File: src/rtl/ksa.sv
// RC4 key-scheduling engine: permutes a 256-byte S array held in an external
// single-port synchronous RAM, one swap per 13-cycle iteration.
module ksa (
    input  logic        clk,
    input  logic        rst_n,
    input  logic        en,
    output logic        rdy,
    input  logic [23:0] key,
    output logic [7:0]  addr,
    input  logic [7:0]  rddata,
    output logic [7:0]  wrdata,
    output logic        wren
);

    typedef enum logic [4:0] {
        StWaitKsa     = 5'b00000,
        StCheck       = 5'b00001,
        StFunctionJ0  = 5'b00010,
        StFunctionJ1  = 5'b00011,
        StFunctionJ2  = 5'b00100,
        StCopyI       = 5'b00101,
        StChangeAddrJ = 5'b00110,
        StCopyJ       = 5'b00111,
        StSwapJ       = 5'b01000,
        StChangeAddrI = 5'b01001,
        StSwapI       = 5'b01010,
        StIncrement   = 5'b01011,
        StDoneKsa     = 5'b01100,
        StBufRddata   = 5'b01101,
        StSetLoadI    = 5'b01110,
        StBufRddataI1 = 5'b01111,
        StBufRddataI2 = 5'b10000
    } state_e;

    state_e      state_q, state_d;
    logic [8:0]  i_q, i_d;
    logic [1:0]  k_q, k_d;
    logic [7:0]  j_q, j_d;
    logic [7:0]  si_q, si_d;
    logic [7:0]  sj_q, sj_d;

    // rst_n is an active-high synchronous reset despite its name
    always_ff @(posedge clk) begin
        if (rst_n) begin
            state_q <= StWaitKsa;
            i_q     <= '0;
            k_q     <= '0;
            j_q     <= '0;
            si_q    <= '0;
            sj_q    <= '0;
        end else begin
            state_q <= state_d;
            i_q     <= i_d;
            k_q     <= k_d;
            j_q     <= j_d;
            si_q    <= si_d;
            sj_q    <= sj_d;
        end
    end

    always_comb begin
        state_d = state_q;
        i_d     = i_q;
        k_d     = k_q;
        j_d     = j_q;
        si_d    = si_q;
        sj_d    = sj_q;
        rdy     = 1'b0;
        wren    = 1'b0;
        wrdata  = 8'h00;
        addr    = i_q[7:0];

        unique case (state_q)
            StWaitKsa: begin
                rdy  = 1'b1;
                addr = 8'h00;
                if (en) begin
                    i_d     = '0;
                    k_d     = '0;
                    j_d     = '0;
                    state_d = StCheck;
                end
            end
            StCheck: begin
                if (i_q[8]) begin
                    state_d = StDoneKsa;
                end else begin
                    unique case (k_q)
                        2'd0:    state_d = StFunctionJ0;
                        2'd1:    state_d = StFunctionJ1;
                        default: state_d = StFunctionJ2;
                    endcase
                end
            end
            // rddata here is S[i], prefetched with addr=i during the two prior cycles
            StFunctionJ0: begin
                j_d     = j_q + rddata + key[23:16];
                state_d = StCopyI;
            end
            StFunctionJ1: begin
                j_d     = j_q + rddata + key[15:8];
                state_d = StCopyI;
            end
            StFunctionJ2: begin
                j_d     = j_q + rddata + key[7:0];
                state_d = StCopyI;
            end
            StCopyI: begin
                si_d    = rddata;
                state_d = StChangeAddrJ;
            end
            StChangeAddrJ: begin
                addr    = j_q;
                state_d = StBufRddata;
            end
            StBufRddata: begin
                addr    = j_q;
                state_d = StBufRddataI2;
            end
            StBufRddataI2: begin
                addr    = j_q;
                state_d = StCopyJ;
            end
            StCopyJ: begin
                addr    = j_q;
                sj_d    = rddata;
                state_d = StSwapJ;
            end
            StSwapJ: begin
                addr    = j_q;
                wrdata  = si_q;
                wren    = 1'b1;
                state_d = StChangeAddrI;
            end
            StChangeAddrI: begin
                state_d = StSwapI;
            end
            StSwapI: begin
                wrdata  = sj_q;
                wren    = 1'b1;
                state_d = StSetLoadI;
            end
            StSetLoadI: begin
                state_d = StIncrement;
            end
            StIncrement: begin
                i_d     = i_q + 9'd1;
                k_d     = (k_q == 2'd2) ? 2'd0 : k_q + 2'd1;
                state_d = StBufRddataI1;
            end
            StBufRddataI1: begin
                state_d = StCheck;
            end
            StDoneKsa: begin
                state_d = StWaitKsa;
            end
            default: begin
                state_d = StWaitKsa;
            end
        endcase
    end

endmodule

File: config.mk
export PLATFORM = sky130hd
export DESIGN_NAME = ksa
export DESIGN_NICKNAME = d
export VERILOG_FILES = /design/src/rtl/ksa.sv
export SDC_FILE = /design/constraint.sdc
export NUM_CORES = 1
export LEC_CHECK = 0
export CAP_MARGIN = 20
export CORE_ASPECT_RATIO = 0.5
export CORE_MARGIN = 4
export CORE_UTILIZATION = 61
export CTS_BUF_LIST = sky130_fd_sc_hd__clkbuf_8 sky130_fd_sc_hd__clkbuf_16
export CTS_CLUSTER_SIZE = 16
export DETAILED_ROUTE_END_ITERATION = 7
export DONT_BUFFER_PORTS = 1
export HOLD_SLACK_MARGIN = 0.06
export PLACE_DENSITY_LB_ADDON = 0.05
export SETUP_SLACK_MARGIN = 0.5
export SLEW_MARGIN = 20
export SYNTH_ARGS = -nofsm -noshare
export SYNTH_HDL_FRONTEND = slang
export SYNTH_SLANG_ARGS = --single-unit
File: constraint.sdc
create_clock -name clk -period 4.5 [get_ports clk]
set_input_delay 0.9 -clock clk [delete_from_list [all_inputs] [get_ports clk]]
set_output_delay 0.9 -clock clk [all_outputs]
set_load 0.01 [all_outputs]
==> qor.yml <==
detailed_routing:
  wl_um: 6390
  first_iter_violations: 113
  drcViolationCount: 0
  wl_per_cell_um: 16.5
  vias_per_cell: 6.22
  drt_first_pass_iters: 4
  detail-route-antenna-nets: 0
  vias: 2407
timing:
  hold_viol: 0
  fin_crit_sh_pct: 79.0
  worst_pin_slew_ps: 941
  tns_ps: 0
  min_period_ps: 3550
  finalSetupViolCount: 0
  report.final.slew_viol_count: 0
  skew_ps: 6.30
  maxSlewHeadroom_pct: 36.8
  rsz0062_at_grt: "false"
  fmax_mhz: 281
clocking:
  clk_pin_slew_ps: 80
  cts.hold.buffers_added: 0
  cts_resized: 0
  cts.sink_count: 40
  cts_made_buffers: 5
  root_buffer: "clkbuf_8"
  insertion_delay_ps: 290
  postCtsSetupRepairBufs: 0
  h-tree-depth: 2
  cts_buffer_depth: 2
  tritoncts: "yes"
synthesis:
  syn_inst: 341
  syn_area_um2: 2750
  yosysWarnings: 0
  synthFlopType: "dfxtp_1"
  ys_seq_area_share_pct: 29.2
  synth_cell_types: 52
  synth_edf_count: 0
  async_flop_share_pct: 0
  syn_avg_cell_area_um2: 8.05
  synthesis.nets: 393
  ys_ff_latch: 40
layout:
  fin_area_um2: 2830
  drive_gt1_share_pct: 6.01
  final_cell_mix: "nand2_1 (49), nor2_1 (47), dfxtp_1 (40)"
  finalNetCount: 384
  area_growth_pct: 2.87
  finalCoreUtilization_pct: 68.8
  final_common_cell: "nand2_1"
  antennaDiodeCount: 0
pwr:
  seqPwrFrac_pct: 42.5
  internal-power_mw: 0.608
  p_clk_share_pct: 27.8
  switching_share_pct: 34.3
  p_switching_mw: 0.318
  max-vdd-ir-drop_uv: 178
  comb_power_share_pct: 29.7
  power_density_nw_per_um2: 328
  leakagePower_nw: 1.15
critical_path:
  startpoint_type: "flip-flop"
  crit_arrival_ps: 2650
  crit_path_end_kind: "output port"
  crit_required_ps: 3600
  cp_max_fo: 16
  criticalPathCategory: "reg -> out"
place:
  port_buffers: 0
  placedInstanceArea_um2: 2730
  place_hpwl_um: 4880
  gp_congestion: 0.870
grt:
  overflow: 0
  grt_max_degree: 34
  grt_pass1_vias: 2183
  grt_usage_pct: 22.7
  antenna_found_initial: 0
  grt_pass1_wl_um: 10600
floorplan:
  chipHeight_um: 55.4
  dieArea_um2: 5700
  die_w_um: 103
  core_um2: 4100
  start_util_pct: 66.9
  placementRows: 16
  pin_count: 53
hold_path:
  worstHoldPathType: "reg -> reg"
outcome:
  outcome: "finished, final reports clean"
run:
  max_cap_violations: 0
-- critical path, stage by stage, from the launching register on --
cell and delay (ps):
dfxtp_1 610, inv_1 310, nor4_1 320, a31oi_1 70, o21ai_1 680, o21ai_0 370
-- cell usage after synthesis (3+ instances only) --
cell      number  area [um2]
a21o_1         4        30.0
nand2_1       49         184
nand3_1        5        25.0
nor2_1        47         176
o21bai_1       6        45.0
clkbuf_1      10        37.5
nor4_1         4        25.0
dfxtp_1       40         801
and3_1         4        25.0
a22o_1         8        70.1
a21oi_1       23         115
o211ai_1       4        30.0
a22oi_1       14         105
xnor2_1        8        70.1
xor2_1         9        78.8
ha_1          15         188
buf_2          3        15.0
inv_1          8        30.0
buf_6          3        33.8
mux2i_1       16         160
o21ai_1        3        15.0
nand4_1        5        31.3
o21ai_0       13        65.1
nor3_1         5        25.0
-- sequential cells by signal, indices dropped and copies added (netlist names) --
signal and count:
i_q 9, j_q 8, sj_q 8, si_q 8, state_q 5, k_q 2
-- cell type report --
cell class	instances	area, um2
Clock buffer	6	82.6
Clock inverter	2	15.0
Fill cell	358	1280
Inverter	9	33.8
Multi-Input combinational cell	276	1830
Sequential cell	40	801
Tap cell	54	67.6
-- per-layer routing --
metal / wire, um / track usage, %
met3: 372 / 5.90
met5: 0 / 0
met1: 3150 / 33.4
met4: 7 / 2.95
met2: 2860 / 34.0
-- cell families after synthesis --
family / count (synthesis) / share of synthesized area, %
multiplexers: 16 / 5.83
AND/OR/NAND/NOR: 136 / 23.9
flip-flops: 40 / 29.2
XOR/XNOR: 18 / 6.01
AO/OA/AOI/OAI: 89 / 22.4
buffers and inverters: 25 / 4.37
adder cells (fa/ha/maj): 17 / 8.29
-- worst paths after layout --
kind | to | slack [ps] | cells past startpoint | from
setup / recovery | addr[0] | 950 | 5 | state_q[4]
setup reg to reg | j_q[6] | 1040 | 12 | state_q[3]
hold / removal | i_q[7] | 490 | 2 | i_q[7]
hold reg to reg | i_q[7] | 490 | 2 | i_q[7]
-- power groups by stage --
| stage | clock [mW] | combinational [mW] | sequential [mW] |
|---|---|---|---|
| 2_1_floorplan | 0 | 0.248 | 0.382 |
| 3_3_place_gp | 0 | 0.264 | 0.401 |
| 3_5_place_dp | 0 | 0.270 | 0.401 |
| 4_1_cts | 0.262 | 0.273 | 0.393 |
| 5_1_grt | 0.278 | 0.308 | 0.396 |
| 6_report | 0.257 | 0.275 | 0.394 |
-- metrics by stage --
stage	power, mW	hold WS, ps	instances	setup slack, ps
6_report	0.927	492	387	946
5_1_grt	0.982	531	387	707
4_1_cts	0.928	493	387	957
3_5_place_dp	0.672	479	379	981
3_3_place_gp	0.665	467	379	1060
2_1_floorplan	0.630	458	341	1150
No activity file was read; power rests on OpenSTA's default activity.
